--- src/rtl/riscv_mem_pkg.sv ---
// Shared encodings for the word-indexed data RAM path: access sizes, LSU states, latched request.
// No logic; constants, types and one alignment helper only.
// Imported by the LSU top, its lane unit and the core/LSU interface.
package riscv_mem_pkg;

    localparam logic [1:0] SIZE_BYTE     = 2'b00;
    localparam logic [1:0] SIZE_HALF     = 2'b01;
    localparam logic [1:0] SIZE_WORD     = 2'b10;
    localparam logic [1:0] SIZE_ILLEGAL  = 2'b11;

    // The RAM side is always word-wide.
    localparam logic [1:0] MEM_SIZE_WORD = SIZE_WORD;

    typedef enum logic [2:0] {
        IDLE,
        LOAD,
        RMW_RD,
        STORE,
        RESP
    } lsu_state_t;

    // Request fields still needed after the accept edge.
    typedef struct packed {
        logic [1:0]  size;
        logic        uns;
        logic [1:0]  addr_lo;
        logic [31:0] wdata;
    } lsu_req_t;

    // True when size/address cannot be served as a single aligned access.
    function automatic logic is_misaligned(input logic [1:0] size, input logic [1:0] addr_lo);
        return (size == SIZE_ILLEGAL) ||
               ((size == SIZE_HALF) && addr_lo[0]) ||
               ((size == SIZE_WORD) && (addr_lo != 2'b00));
    endfunction

endpackage

--- src/rtl/riscv_lsu_word_initiator_if.sv ---
// Core <-> LSU request/response bundle; valid/ready on both directions.
// Ports: req_valid/ready/write/size/unsigned/addr/wdata, resp_valid/ready/rdata/misalign/fault.
// master = core memory stage, slave = LSU.
interface riscv_lsu_word_initiator_if;

    logic        req_valid;
    logic        req_ready;
    logic        req_write;
    logic [1:0]  req_size;
    logic        req_unsigned;
    logic [31:0] req_addr;
    logic [31:0] req_wdata;

    logic        resp_valid;
    logic        resp_ready;
    logic [31:0] resp_rdata;
    logic        resp_misalign;
    logic        resp_fault;

    modport master (
        output req_valid, req_write, req_size, req_unsigned, req_addr, req_wdata, resp_ready,
        input  req_ready, resp_valid, resp_rdata, resp_misalign, resp_fault
    );

    modport slave (
        input  req_valid, req_write, req_size, req_unsigned, req_addr, req_wdata, resp_ready,
        output req_ready, resp_valid, resp_rdata, resp_misalign, resp_fault
    );

endinterface

--- src/rtl/riscv_lane_unit.sv ---
// Byte/half lane handling: load extract + sign/zero extend, and store merge into a RAM word.
// Latency: purely combinational.
// Backpressure: none; ports: word, wdata, size, uns, addr_lo in; load_data, store_word out.
module riscv_lane_unit
    import riscv_mem_pkg::*;
(
    input  logic [31:0] word,
    input  logic [31:0] wdata,
    input  logic [1:0]  size,
    input  logic        uns,
    input  logic [1:0]  addr_lo,
    output logic [31:0] load_data,
    output logic [31:0] store_word
);

    logic [7:0]  byte_lane;
    logic [15:0] half_lane;
    logic [4:0]  byte_shift;

    always_comb begin
        byte_shift = {addr_lo, 3'b000};
        byte_lane  = word[byte_shift +: 8];
        half_lane  = addr_lo[1] ? word[31:16] : word[15:0];

        case (size)
            SIZE_BYTE: load_data = uns ? {24'h0, byte_lane} : {{24{byte_lane[7]}}, byte_lane};
            SIZE_HALF: load_data = uns ? {16'h0, half_lane} : {{16{half_lane[15]}}, half_lane};
            default:   load_data = word;
        endcase

        store_word = word;
        case (size)
            SIZE_BYTE: store_word[byte_shift +: 8] = wdata[7:0];
            SIZE_HALF: begin
                if (addr_lo[1]) store_word[31:16] = wdata[15:0];
                else            store_word[15:0]  = wdata[15:0];
            end
            default:   store_word = wdata;
        endcase
    end

endmodule

--- src/rtl/riscv_lsu_word_initiator.sv ---
// Load/store initiator from the core memory stage to a word-indexed RAM; sub-word stores become RMW.
// Latency accept->resp_valid: error 1 edge, load 2, word store 2, byte/half store 3.
// Backpressure: req_ready only in IDLE; resp_ready low parks in RESP with all RAM strobes low.
// Ports: clk, rst_n (sync, active-low), core (slave modport), mem_read/write/size/unsigned/addr/wdata/rdata.
module riscv_lsu_word_initiator
    import riscv_mem_pkg::*;
#(
    parameter int MEM_WORDS = 1032
) (
    input  logic        clk,
    input  logic        rst_n,
    riscv_lsu_word_initiator_if.slave core,
    output logic        mem_read,
    output logic        mem_write,
    output logic [1:0]  mem_size,
    output logic        mem_unsigned,
    output logic [31:0] mem_addr,
    output logic [31:0] mem_wdata,
    input  logic [31:0] mem_rdata
);

    lsu_state_t  state;
    lsu_req_t    rq;

    logic        resp_valid;
    logic [31:0] resp_rdata;
    logic        resp_misalign;
    logic        resp_fault;

    logic        misalign;
    logic        out_of_range;
    logic [31:0] word_idx;
    logic [31:0] ld_data;
    logic [31:0] st_word;

    assign mem_size           = MEM_SIZE_WORD;
    assign mem_unsigned       = 1'b0;

    assign core.req_ready     = (state == IDLE);
    assign core.resp_valid    = resp_valid;
    assign core.resp_rdata    = resp_rdata;
    assign core.resp_misalign = resp_misalign;
    assign core.resp_fault    = resp_fault;

    always_comb begin
        word_idx     = {2'b00, core.req_addr[31:2]};
        misalign     = is_misaligned(core.req_size, core.req_addr[1:0]);
        out_of_range = (word_idx >= 32'(MEM_WORDS));
    end

    // RAM read data is combinational, so the lane unit works directly on mem_rdata in LOAD/RMW_RD.
    riscv_lane_unit u_lane (
        .word       (mem_rdata),
        .wdata      (rq.wdata),
        .size       (rq.size),
        .uns        (rq.uns),
        .addr_lo    (rq.addr_lo),
        .load_data  (ld_data),
        .store_word (st_word)
    );

    always_ff @(posedge clk) begin
        if (!rst_n) begin
            state         <= IDLE;
            rq            <= '0;
            resp_valid    <= 1'b0;
            resp_rdata    <= 32'h0;
            resp_misalign <= 1'b0;
            resp_fault    <= 1'b0;
            mem_read      <= 1'b0;
            mem_write     <= 1'b0;
            mem_addr      <= 32'h0;
            mem_wdata     <= 32'h0;
        end else begin
            case (state)
                IDLE: begin
                    if (core.req_valid) begin
                        rq.size    <= core.req_size;
                        rq.uns     <= core.req_unsigned;
                        rq.addr_lo <= core.req_addr[1:0];
                        rq.wdata   <= core.req_wdata;
                        if (misalign) begin
                            // Misalign wins over range fault when both apply.
                            resp_valid    <= 1'b1;
                            resp_misalign <= 1'b1;
                            state         <= RESP;
                        end else if (out_of_range) begin
                            resp_valid <= 1'b1;
                            resp_fault <= 1'b1;
                            state      <= RESP;
                        end else begin
                            mem_addr <= word_idx;
                            if (!core.req_write) begin
                                mem_read <= 1'b1;
                                state    <= LOAD;
                            end else if (core.req_size == SIZE_WORD) begin
                                mem_write <= 1'b1;
                                mem_wdata <= core.req_wdata;
                                state     <= STORE;
                            end else begin
                                mem_read <= 1'b1;
                                state    <= RMW_RD;
                            end
                        end
                    end
                end
                LOAD: begin
                    mem_read   <= 1'b0;
                    mem_addr   <= 32'h0;
                    resp_rdata <= ld_data;
                    resp_valid <= 1'b1;
                    state      <= RESP;
                end
                RMW_RD: begin
                    // mem_addr is kept so the write lands on the word just read.
                    mem_read  <= 1'b0;
                    mem_write <= 1'b1;
                    mem_wdata <= st_word;
                    state     <= STORE;
                end
                STORE: begin
                    mem_write  <= 1'b0;
                    mem_wdata  <= 32'h0;
                    mem_addr   <= 32'h0;
                    resp_valid <= 1'b1;
                    state      <= RESP;
                end
                RESP: begin
                    if (core.resp_ready) begin
                        resp_valid    <= 1'b0;
                        resp_rdata    <= 32'h0;
                        resp_misalign <= 1'b0;
                        resp_fault    <= 1'b0;
                        state         <= IDLE;
                    end
                end
                default: state <= IDLE;
            endcase
        end
    end

endmodule
--- src/flat_wrapper.sv ---
// flat-port wrapper written by rule: the top's interface ports become plain ports
module riscv_lsu_word_initiator_flat import riscv_mem_pkg::*;
#(
    parameter int MEM_WORDS = 1032
)
  (clk, rst_n, mem_read, mem_write, mem_size, mem_unsigned, mem_addr, mem_wdata, mem_rdata, core_req_valid, core_req_write, core_req_size, core_req_unsigned, core_req_addr, core_req_wdata, core_resp_ready, core_req_ready, core_resp_valid, core_resp_rdata, core_resp_misalign, core_resp_fault);
  riscv_lsu_word_initiator_if core_i ();
  input  logic clk;
  input  logic rst_n;
  output logic mem_read;
  output logic mem_write;
  output logic [1:0] mem_size;
  output logic mem_unsigned;
  output logic [31:0] mem_addr;
  output logic [31:0] mem_wdata;
  input  logic [31:0] mem_rdata;
  input wire logic [$bits(core_i.req_valid)-1:0] core_req_valid;
  input wire logic [$bits(core_i.req_write)-1:0] core_req_write;
  input wire logic [$bits(core_i.req_size)-1:0] core_req_size;
  input wire logic [$bits(core_i.req_unsigned)-1:0] core_req_unsigned;
  input wire logic [$bits(core_i.req_addr)-1:0] core_req_addr;
  input wire logic [$bits(core_i.req_wdata)-1:0] core_req_wdata;
  input wire logic [$bits(core_i.resp_ready)-1:0] core_resp_ready;
  output wire logic [$bits(core_i.req_ready)-1:0] core_req_ready;
  output wire logic [$bits(core_i.resp_valid)-1:0] core_resp_valid;
  output wire logic [$bits(core_i.resp_rdata)-1:0] core_resp_rdata;
  output wire logic [$bits(core_i.resp_misalign)-1:0] core_resp_misalign;
  output wire logic [$bits(core_i.resp_fault)-1:0] core_resp_fault;
  assign core_i.req_valid = core_req_valid;
  assign core_i.req_write = core_req_write;
  assign core_i.req_size = core_req_size;
  assign core_i.req_unsigned = core_req_unsigned;
  assign core_i.req_addr = core_req_addr;
  assign core_i.req_wdata = core_req_wdata;
  assign core_i.resp_ready = core_resp_ready;
  assign core_req_ready = core_i.req_ready;
  assign core_resp_valid = core_i.resp_valid;
  assign core_resp_rdata = core_i.resp_rdata;
  assign core_resp_misalign = core_i.resp_misalign;
  assign core_resp_fault = core_i.resp_fault;
  riscv_lsu_word_initiator #(.MEM_WORDS(MEM_WORDS)) u_core (.clk(clk), .rst_n(rst_n), .core(core_i), .mem_read(mem_read), .mem_write(mem_write), .mem_size(mem_size), .mem_unsigned(mem_unsigned), .mem_addr(mem_addr), .mem_wdata(mem_wdata), .mem_rdata(mem_rdata));
endmodule
--- config.mk ---
export PLATFORM = sky130hd
export DESIGN_NAME = riscv_lsu_word_initiator_flat
export DESIGN_NICKNAME = d
export VERILOG_FILES = /design/src/rtl/riscv_mem_pkg.sv /design/src/rtl/riscv_lsu_word_initiator_if.sv /design/src/rtl/riscv_lane_unit.sv /design/src/rtl/riscv_lsu_word_initiator.sv /design/src/flat_wrapper.sv
export SDC_FILE = /design/constraint.sdc
export NUM_CORES = 1
export LEC_CHECK = 0
export ABC_AREA = 0
export CAP_MARGIN = 20
export CORE_MARGIN = 2
export CORE_UTILIZATION = 25
export CTS_CLUSTER_SIZE = 40
export DETAILED_ROUTE_END_ITERATION = 10
export SLEW_MARGIN = 10
export SYNTH_ARGS = -nofsm -noshare
export SYNTH_HDL_FRONTEND = slang
export SYNTH_HIERARCHICAL = 1
export SYNTH_SLANG_ARGS = --single-unit
--- constraint.sdc ---
create_clock -name clk -period 3.6 [get_ports clk]
set_input_delay 0.72 -clock clk [delete_from_list [all_inputs] [get_ports clk]]
set_output_delay 0.72 -clock clk [all_outputs]
set_load 0.05 [all_outputs]
-- Word level (Yosys, flattened, before mapping)
Index checks and enable logic that the tools add are counted.
- add/sub/neg operators: 1
- order comparisons: 1
- equal/unequal tests: 18
- shift-type cells: 3
- multiplexer cells: 50
- reductions and logical operators: 24
- operators with widths (operator ; count):
    32-bit 2-to-1 mux ; 11
    32-bit case mux with 2 select lines ; 4
    32-bit case mux with 3 select lines ; 1
    16-bit 2-to-1 mux ; 3
    32-bit bitwise mux ; 1
    8-bit by 7-bit variable shift with 32-bit output, first input constant ; 1
    32-bit by 6-bit variable part select with 8-bit output ; 1
    8-bit by 7-bit variable part select with 32-bit output ; 1
    30-bit by 11-bit >= comparator with 1-bit output, second input constant ; 1
    1-bit 2-to-1 mux ; 19
    3-bit 2-to-1 mux ; 5
    3-bit case mux with 4 select lines ; 1
    4-bit AND reduction ; 3
    2-bit != test, second input constant ; 5
    5-bit AND reduction ; 2
    2-bit nonzero test ; 5
    5-bit negator with 7-bit output ; 1
    3-bit by 2-bit equality test with 1-bit output, second input constant ; 2
    2-bit by 1-bit != test with 1-bit output, second input constant ; 3
    1-bit case mux with 2 select lines ; 3
    1-bit case mux with 3 select lines ; 2
    2-bit AND reduction ; 3
    6-bit AND reduction ; 1
    3-bit nonzero test ; 2
    11 further kinds ; 16
- register bits after elaboration: 141
- input port bits: 104
- output and inout bits: 105

-- Logic depth before layout (Yosys ltp)
- word-level depth: 7
- depth in mapped cells: 13
- mapped depth without buffers: 10

-- Cells and area by module
The synthesis kept the hierarchy.
- modules (own cells, without submodules) (module ; times used ; cells an instance ; area each (µm²)):
    riscv_lsu_word_initiator ; 1 ; 622 ; 5549.1
    riscv_lane_unit ; 1 ; 303 ; 1793.0

-- Worst setup path after synthesis
No wires, ideal clock.
- kind: reg-to-reg
- start: register u_core/rq[33] (netlist name)
- end: register u_core.mem_wdata[13]
- data arrival time: 2458 ps
- setup slack: 1020 ps
- stages on the path, launching flop included: 13
- buffers on the path: 3
- period minus slack after synthesis: 2580 ps
- path through: dfxtp_1 > buf_2 > inv_1 > buf_2 > ha_1 > and4b_1 > clkbuf_1 > nor3b_1 > a221o_1 > nor2b_1 > o221ai_1 > o21ai_0 > o2bb2ai_1
- longest elaborated chain between the ends: 5
- elaborated cells on any way between the ends: 7
- those cells by class: add/sub: 1; shift: 2; mux: 4
- RTL lines (element ; line ; source):
    5-bit negator with 7-bit output ; riscv_lane_unit.sv:33 ; SIZE_BYTE: store_word[byte_shift +: 8] = wdata[7:0];
    8-bit by 7-bit variable part select with 32-bit output or 8-bit by 7-bit variable shift with 32-bit output (tied branches) ; riscv_lane_unit.sv:33 ;
    32-bit bitwise mux ; riscv_lane_unit.sv:33 ;
    32-bit case mux with 2 select lines (*) ; riscv_lane_unit.sv:32 ; case (size)
    named net u_core.st_word[13] ; riscv_lsu_word_initiator.sv:34 ; logic [31:0] st_word;
    32-bit case mux with 3 select lines (*) ; riscv_lsu_word_initiator.sv:75 ; case (state)
    to (signal assigned) ; riscv_lsu_word_initiator.sv:98 ; mem_wdata <= core.req_wdata;
    to (signal assigned) ; riscv_lsu_word_initiator.sv:118 ; mem_wdata <= st_word;
    to (decl) ; riscv_lsu_word_initiator.sv:18 ; output logic [31:0] mem_wdata,
The timed path passes the listed nets; every way through them passes the cells marked *.
A chain may end at the register's enable or synchronous reset.

-- Worst setup path in the final report
- start: register u_core/rq[33] (netlist name)
- end: register u_core.mem_wdata[7]
- longest elaborated chain between the ends: 5
- elaborated cells on any way between the ends: 7
- those cells by class: add/sub: 1; shift: 2; mux: 4
- RTL lines (element ; line):
    5-bit negator with 7-bit output ; riscv_lane_unit.sv:33
    8-bit by 7-bit variable part select with 32-bit output or 8-bit by 7-bit variable shift with 32-bit output (tied branches) ; riscv_lane_unit.sv:33
    32-bit bitwise mux ; riscv_lane_unit.sv:33
    32-bit case mux with 2 select lines (*) ; riscv_lane_unit.sv:32
    named net u_core.st_word[7] ; riscv_lsu_word_initiator.sv:34
    32-bit case mux with 3 select lines (*) ; riscv_lsu_word_initiator.sv:75
Marks and branches as above.

==> impl_metrics.tcl <==
set metrics [dict create \
    status "finished clean" \
    initial_core_util_pct 25.5 \
    min_from "u_core/rq[24]$_SDFFE_PN0P_" \
    synth-seq-cells 139 \
    rows 62 \
    area_delta_synth_final_pct 39.6 \
    path_buf_inv 1 \
    crit_path_max_incr_delay_ps 570 \
    die-area_sq_um 30800 \
    postCtsHoldBufs 0 \
    slowest_stage "nor3_1" \
    worstHoldEndpoint "u_core/rq[24]$_SDFFE_PN0P_" \
    synth-simple-area-share_pct 22.4 \
    drv_slew 0 \
    max_freq_mhz 321 \
    antenna_cells 0 \
    netlist_instances 925 \
    worstMarginPinSlew_ps 835 \
    crit_chain "inv_1 -> ha_1 -> nand2_1 -> nor3_1 -> a21oi_1 -> o21ai_0 -> nor2b_1 -> o221ai_1 -> o21ai_0 -> o2bb2ai_1" \
    cts-root-buf "clkbuf_16" \
    r2r_slack_ps 490 \
    antenna_found_initial 0 \
    cts_buffers 17 \
    synth_top_family_by_area "compound AO/OA/AOI/OAI gates" \
    synth_area_leaders "dfxtp_1 (38%), nand2_1 (7.6%), a21oi_1 (6.3%)" \
    synthArstFlopShare_pct 0 \
    io_buffers 203 \
    ant_nets 0 \
    yosys_warnings 6 \
    fin_util_pct 35.6 \
    p_total_mw 4.04 \
    layout-drive-gt1-share_pct 7.53 \
    crit_family "compound AO/OA/AOI/OAI gates" \
    ys.flop_type "dfxtp_1" \
    dpl_cell_area_sq_um 9670 \
    track_usage_pct 17.9 \
    power_density_nw_per_um2 394 \
    p_leak_nw 3.60 \
    clk_pin_slew_ps 70 \
    r2r_cells 10 \
    rsz0062_at_grt "no" \
    clock_skew_ps 16.8 \
    vias 7648 \
    cts_buffer_depth 2 \
    die_x_um 175 \
    start_kind "flip-flop" \
    wirelength_mm 28.0 \
    fillers 3015 \
    r2r-end "u_core/mem_wdata[7]$_SDFFE_PN0P_" \
    viasPerCell 5.15 \
    worst-setup-path-type "flip-flop to flip-flop" \
    final_common_cell "clkdlybuf4s50_1" \
    num_io_pins 209 \
    final_cell_mix "clkdlybuf4s50_1 (202), nand2_1 (149), dfxtp_1 (138)" \
    synth_largest_area_cell "dfxtp_1" \
    finalSetupTns_ps 0 \
    ys_seq_area_share_pct 37.9 \
    crit_arrival_ps 3470 \
    synth_fa_ha_area_share_pct 0.852 \
    muxShareOfSynthArea_pct 1.64 \
    stdcell_area_sq_um 10200 \
    grt_max_degree 58 \
    coreArea_sq_um 28800 \
    drt_pass1_iterations 5 \
    drt_iter0_markers 787 \
    drcViolationCount 0 \
    ys_types 60 \
    gp_congestion 0.923 \
    num-nets-final 1198 \
    r2r-start "u_core/rq[33]$_SDFFE_PN0P_" \
    drv_cap 0 \
    max_slew_margin_pct 43.8 \
    hold_viol 0 \
    synth_xor_area_share_pct 0.119 \
    crit_required_ps 3960 \
    cts_sinks 139 \
    grt-ovfl-total 0 \
    dp_hpwl_mm 20.2 \
    post_cts.repair.setup_buffers 0 \
    fin_crit_sh_pct 86.5 \
    dieHeight_um 175 \
    syn_area_sq_um 7340 \
    clk_latency_ps 430 \
    grt_pass1_wl_mm 43.0 \
    first_global_vias 7257 \
    whs_path_depth 2 \
    yosys.area.top_type_share_pct 37.9 \
    syn_avg_cell_area_sq_um 7.94 \
    cts_tree "yes" \
    cts_htree_levels 4 \
    endpoint_kind "flip-flop" \
    synth-compound-area-share_pct 31.1 \
    cts_resized 0 \
    crit_top_cell "o21ai_0" \
    synth_enable_flop_cells 0 \
    min_period_ps 3110 \
    hp-class "flip-flop to flip-flop" \
    ir_drop_uv 269 \
    wl_per_cell_um 18.9 \
    cp_max_fo 15 \
    setup_viol 0 \
]
[cells by family (layout without fill, tap and decap cells)]
kind of cell               after synthesis  in the layout
DFF                                    139            139
buffers and inverters                   97            271
AOI/OAI and AO/OA                      333            333
and+or+nand+nor                        336            336
muxes                                   12             12
xor gates and xnor gates                 1              1
adders and majority gates                5              5
other                                    2              5
[power breakdown]
part / leakage [nW] / internal [mW] / switching, mW
Combinational: 2.18 / 0.285 / 0.396
Clock: 0.287 / 0.927 / 0.819
Sequential: 1.13 / 1.57 / 0.0437
Total: 3.60 / 2.78 / 1.26
[cell type report]
cell class / instances / area, sq um / share of cell area [%]
Clock buffer: 17 / 425 / 4.15
Clock inverter: 15 / 153 / 1.49
Inverter: 11 / 41.3 / 0.403
Multi-Input combinational cell: 692 / 4150 / 40.5
Sequential cell: 139 / 2780 / 27.2
Tap cell: 384 / 480 / 4.69
Timing Repair Buffer: 228 / 2210 / 21.6
[layer usage]
metal	wire length, um	track usage (%)	part of all wire, %
met5	0	0	0
met4	214	3.47	0.76
met3	2720	5.63	9.7
met2	11700	26.0	42
met1	13400	25.7	48
[synth_stat cells, types with 7 or more instances]
library cell  number
nor2b_1           45
o21ai_0           71
o2bb2ai_1         27
a22o_1            11
inv_1             10
a21oi_1           93
nand2_1          149
a22oi_1           42
clkbuf_1          58
dfxtp_1          139
and2_1            19
o211ai_1           8
o221ai_1          40
mux2i_1           12
nand2b_1           8
nor2_1            55
nand3_1           22
buf_2             13
a211o_1           10
buf_4              7
[worst reg2reg max path: stages, from the launching register on]
cell	delay, ps
dfxtp_1	310
inv_1	410
ha_1	470
nand2_1	90
nor3_1	570
a21oi_1	150
o21ai_0	400
nor2b_1	190
o221ai_1	210
o21ai_0	140
o2bb2ai_1	130
[worst max path at each step]
stage / start / to / slack, ps / depth (start not counted)
3_5_place_dp: core_req_addr[7] / u_core/mem_wdata[21]$_SDFFE_PN0P_ / 610 / 7
2_1_floorplan: u_core/rq[33]$_SDFFE_PN0P_ / u_core/mem_wdata[13]$_SDFFE_PN0P_ / 1020 / 12
3_3_place_gp: core_req_addr[15] / u_core/mem_wdata[22]$_SDFFE_PN0P_ / 610 / 7
5_1_grt: u_core/rq[33]$_SDFFE_PN0P_ / u_core/mem_wdata[7]$_SDFFE_PN0P_ / 340 / 10
4_1_cts: u_core/state[1]$_SDFFE_PN0P_ / core_req_ready / 590 / 3
6_report: u_core/rq[33]$_SDFFE_PN0P_ / u_core/mem_wdata[7]$_SDFFE_PN0P_ / 490 / 10
[sequential cells by signal, summed over array words and instances (netlist names)]
| name | flops |
|---|---|
| u_core/core.resp_fault | 1 |
| u_core/core.resp_misalign | 1 |
| u_core/core.resp_rdata | 32 |
| u_core/core.resp_valid | 1 |
| u_core/mem_addr | 30 |
| u_core/mem_read | 1 |
| u_core/mem_wdata | 32 |
| u_core/mem_write | 1 |
| u_core/rq | 37 |
| u_core/state | 3 |
[through the flow]
step,setup slack [ps],cells,hold slack (ps)
floorplan,1020,928,431
global placement,612,1454,435
detailed placement,610,1454,445
CTS,590,1486,457
global route,343,1486,478
finish,487,1486,458
Note: power is estimated with default switching activity, not from simulation.
==> edit 1: new RTL, same flow settings <==
Reset style: asynchronous (`rst_n`), changed in one clocked block.
--- a/src/rtl/riscv_lsu_word_initiator.sv
+++ b/src/rtl/riscv_lsu_word_initiator.sv
@@ -59,7 +59,7 @@
         .store_word (st_word)
     );
 
-    always_ff @(posedge clk) begin
+    always_ff @(posedge clk or negedge rst_n) begin
         if (!rst_n) begin
             state         <= IDLE;
             rq            <= '0;
Behaviour: differs if rst_n is asserted again (counterexample within 4 cycles, from zero or initial values and one cycle with rst_n low); with rst_n held inactive, the same outputs for 4 cycles.
==> edit 1 against the original RTL <==
  * Worst setup slack improved by 0.37 ns
  * Total power increased by 20%
  * Worst hold slack got worse by 0.12 ns
  * Final area increased by 0.11%
  * Sequential cell count unchanged
  * Synthesized area decreased by 1.4%
  * Utilization increased by 0.23 points
  * First-iteration DRC count decreased by 14%
  * Wire length decreased by 8.3%
  * Cell count decreased by 14%
  * Largest power group is now registers
==> edit 1: results (changes against the original RTL) <==
* Placed Instance Area at 9657 um^2 (was 9669 um^2)
* GRT Overall Usage at 0.1690 (was 0.1785)
* Reg-to-reg critical path startpoint: u_core/rq[32] (was u_core/rq[33])
* Place WS at 0.6695 ns (was 0.6098 ns)
* DR vias/cell at 4.953 (was 5.147)
* FF-to-FF End: u_core/mem_wdata[13] (was u_core/mem_wdata[7])
* Comb group at 1.24 mW (was 0.681 mW)
* Final Hold Slack at 0.3417 ns (was 0.4577 ns)
* Top Layer Used: met5 (was met4)
* DR WL/cell at 20.09 um (was 18.86 um)
* Met1 GRT Util at 0.2134 (was 0.2573)
* Sequential logic power at 1.82 mW (was 1.61 mW)
* Status: completed (unchanged)
* Max_slew headroom at 0.5034 (was 0.4380)
* Pin count of the biggest net entering global routing at 79 (was 58)
* Met3 Use GR at 0.05556 (was 0.05628)
* Placed cell count at 1246 (was 1454)
* Vias in the first global route at 6390 (was 7257)
* Sw Pwr at 1.589 mW (was 1.258 mW)
* Commonest cells post-synth: dfrtp_1, nand2_1, a22o_1 (was nand2_1, dfxtp_1, a21oi_1)
* Worst setup path start: u_core/state[1] (was u_core/rq[33])
* Worst-path fanout max at 10 (was 15)
* DRT Pass-1 Iters at 6 (was 5)
* Largest cells by area after synthesis: dfrtp_1, a22o_1, mux2_2, a221o_1, and2_1 (was dfxtp_1, nand2_1, a21oi_1, o21ai_0, o221ai_1)
* Post-synthesis sequential area ratio at 0.4806 (was 0.3790)
* Initial antenna violation count at 3 (was 0)
* GR Util met2 at 0.2711 (was 0.2605)
* Met2 Wirelength at 12.19 mm (was 11.75 mm)
* Fill count at 2835 (was 3015)
* Worst setup path end: core_req_ready (was u_core/mem_wdata[7])
* Post-layout net count at 990 (was 1198)
* Share of layout cells above drive strength 1 at 0.1219 (was 0.07532)
* DRT met1 WL at 10.76 mm (was 13.35 mm)
* Internal reg-to-reg setup slack at 1.13 ns (was 0.49 ns)
* Pwr dens at 472.5 nW/um^2 (was 394.0 nW/um^2)
* Gp weighted congestion at 0.8869 (was 0.9228)
* R2R cell count at 7 (was 10)
* First-pass GRT wire length at 39.30 mm (was 43.01 mm)
* Metal3 WL at 2.167 mm (was 2.718 mm)
* Starting DRT DRC Count at 680 (was 787)
* Distinct cells, synth at 59 (was 60)
* Leak at 4.406 nW (was 3.596 nW)
* Setup Skew at 0.007550 ns (was 0.01676 ns)
* Synth Area per Inst at 10.41 um^2 (was 7.937 um^2)
* WP data arrival at 2.03 ns (was 3.47 ns)
[edit 1: final cells by class]
type                    count  area (um^2)  share of cell area
flip-flops and latches    139         3480              0.3392
multi-input cells         494         3473              0.3386
repair buffers            221         2193              0.2138
inverters                   8        30.03            0.002927
well taps                 384        480.5             0.04683
diodes                      1        2.502           0.0002439
clock inverters            13        156.4             0.01525
clock buffers              19        442.9             0.04318
[edit 1: worst max-delay path: stages (launching register included)]
cell and delay, ns:
dfrtp_1 0.51, nor3_1 0.25, clkdlybuf4s50_1 0.85
[edit 1: logic make-up (layout without fill, tap and decap cells)]
| logic type | Yosys count | count (layout) | synth area share |
|---|---|---|---|
| compound gates | 223 | 223 | 0.2348 |
| mux | 49 | 49 | 0.07417 |
| xor+xnor | 1 | 1 | 0.001210 |
| flops | 139 | 139 | 0.4806 |
| other cells | 2 | 6 | 0.001038 |
| fa+ha+maj | 5 | 5 | 0.008645 |
| buf+inv | 65 | 261 | 0.04460 |
| simple gates | 211 | 211 | 0.1549 |
==> edit 2: new RTL, same flow settings <==
Without the edit above. `MEM_WORDS` is set to 1032 in 2 places; all go to 516.
--- a/src/rtl/riscv_lsu_word_initiator.sv
+++ b/src/rtl/riscv_lsu_word_initiator.sv
@@ -5,7 +5,7 @@
 module riscv_lsu_word_initiator
     import riscv_mem_pkg::*;
 #(
-    parameter int MEM_WORDS = 1032
+    parameter int MEM_WORDS = 516
 ) (
     input  logic        clk,
     input  logic        rst_n,
--- a/src/flat_wrapper.sv
+++ b/src/flat_wrapper.sv
@@ -1,7 +1,7 @@
 // flat-port wrapper written by rule: the top's interface ports become plain ports
 module riscv_lsu_word_initiator_flat import riscv_mem_pkg::*;
 #(
-    parameter int MEM_WORDS = 1032
+    parameter int MEM_WORDS = 516
 )
   (clk, rst_n, mem_read, mem_write, mem_size, mem_unsigned, mem_addr, mem_wdata, mem_rdata, core_req_valid, core_req_write, core_req_size, core_req_unsigned, core_req_addr, core_req_wdata, core_resp_ready, core_req_ready, core_resp_valid, core_resp_rdata, core_resp_misalign, core_resp_fault);
   riscv_lsu_word_initiator_if core_i ();
Function: changed (Yosys sat finds a counterexample within 4 cycles, from zero or initial values and one cycle with rst_n low).
==> edit 2 against the original RTL <==
  * Worst hold slack lost 0.0026 ns
  * Combinational power increased by 5.9%
  * Synthesized area shrank 3.2%
  * Fmax is 5.9% higher
  * Wire length down 3.5%
  * Total power grew 6.6%
  * Sequential cell count unchanged
  * Sequential share of layout area is 0.44 points higher
  * Largest cell class unchanged
  * Worst setup slack better by 0.17 ns
  * Final area down 1.6%
==> edit 2: results (changes against the original RTL) <==
* Status: completed (unchanged)
* DR vias/cell at 4.950 (was 5.147)
* Gp weighted congestion at 0.9187 (was 0.9228)
* Placed Instance Area at 9434 um^2 (was 9669 um^2)
* Vias in the first global route at 6954 (was 7257)
* Peak supply drop at 0.3152 mV (was 0.2689 mV)
* Internal reg-to-reg setup slack at 0.95 ns (was 0.49 ns)
* Clock-pin slew on the worst setup and hold paths at 0.06 ns
* Placed cell count at 1441 (was 1454)
* Routed WL at 27.05 mm (was 28.03 mm)
* Via count at 7292 (was 7648)
* WP data arrival at 2.22 ns (was 3.47 ns)
* Post-layout net count at 1191 (was 1198)
* Detailed placement HPWL at 19.85 mm (was 20.19 mm)
* Post-CTS setup buffer count at 0 (unchanged)
* Post-synth ARST share at 0 (unchanged)
* Achievable frequency at 0.3401 GHz (was 0.3213 GHz)
* Commonest cells post-synth: nand2_1, dfxtp_1, a21oi_1 (unchanged)
* Worst-path fanout max at 8 (was 15)
* P_int at 3.110 mW (was 2.779 mW)
* Post-synthesis sequential area ratio at 0.3915 (was 0.3790)
* Share of layout cells above drive strength 1 at 0.06758 (was 0.07532)
* Port-buffer cells at 203 (unchanged)
* Final Hold Slack at 0.4551 ns (was 0.4577 ns)
* Distinct cells, synth at 58 (was 60)
* Leak at 3.511 nW (was 3.596 nW)
* Starting DRT DRC Count at 847 (was 787)
* Least-Margin Pin Slew at 0.9402 ns (was 0.8355 ns)
* Largest cells by area after synthesis: dfxtp_1, nand2_1, a21oi_1, o221a_1, a22oi_1 (was dfxtp_1, nand2_1, a21oi_1, o21ai_0, o221ai_1)
* Synth Area per Inst at 7.768 um^2 (was 7.937 um^2)
* Setup Skew at 0.008201 ns (was 0.01676 ns)
* Pin count of the biggest net entering global routing at 62 (was 58)
* Place WS at 0.6478 ns (was 0.6098 ns)
==> edit 2: cells by family after synthesis <==
kind of cell	after synthesis	synth area share
simple gates	370	0.2368
compound gates	296	0.2859
flops	139	0.3915
other cells	2	0.001057
mux	12	0.01690
buf+inv	91	0.05914
fa+ha+maj	5	0.008801
==> edit 2: layer usage <==
metal | share of wire | up-vias | global-route usage | wire [um]
li1 | - | 3581 | - | -
met1 | 0.47 | 3378 | 0.2486 | 12590
met2 | 0.44 | 302 | 0.2694 | 12020
met3 | 0.071 | 31 | 0.04332 | 1929
met4 | 0.019 | 0 | 0.05235 | 507
met5 | 0 | - | 0 | 0
==> edit 2: final timing paths <==
| check | depth (start not counted) | from | endpoint |
|---|---|---|---|
| worst max-delay path | 4 | u_core/state[2] | core_req_ready |
| worst min-delay path | 2 | u_core/rq[20] | u_core/rq[20] |
| worst max register to register | 10 | u_core/rq[33] | u_core/mem_wdata[2] |
| worst min register to register | 2 | u_core/rq[20] | u_core/rq[20] |
==> edit 2: critical path: stages (launching register included) <==
cell,delay (ns)
dfxtp_1,0.41
nor2_1,0.20
nand2_1,0.17
inv_1,0.17
clkdlybuf4s50_1,0.85
==> edit 2: power groups by stage <==
stage                     Sequential [mW]  Combinational [mW]  Clock [mW]
after floorplan                      1.70               0.377           0
after global placement               1.67               0.707           0
after detailed placement             1.67               0.709           0
after CTS                            1.64               0.714        1.97
after global routing                 1.64               0.775        2.04
final                                1.64               0.721        1.94
==> edit 2: area by class of cell <==
type	count	area, um^2
fillers	2871	17780
multi-input cells	688	3926
flip-flops and latches	139	2784
repair buffers	224	2206
well taps	378	473.0
clock buffers	18	429.2
clock inverters	14	219.0
inverters	12	45.04
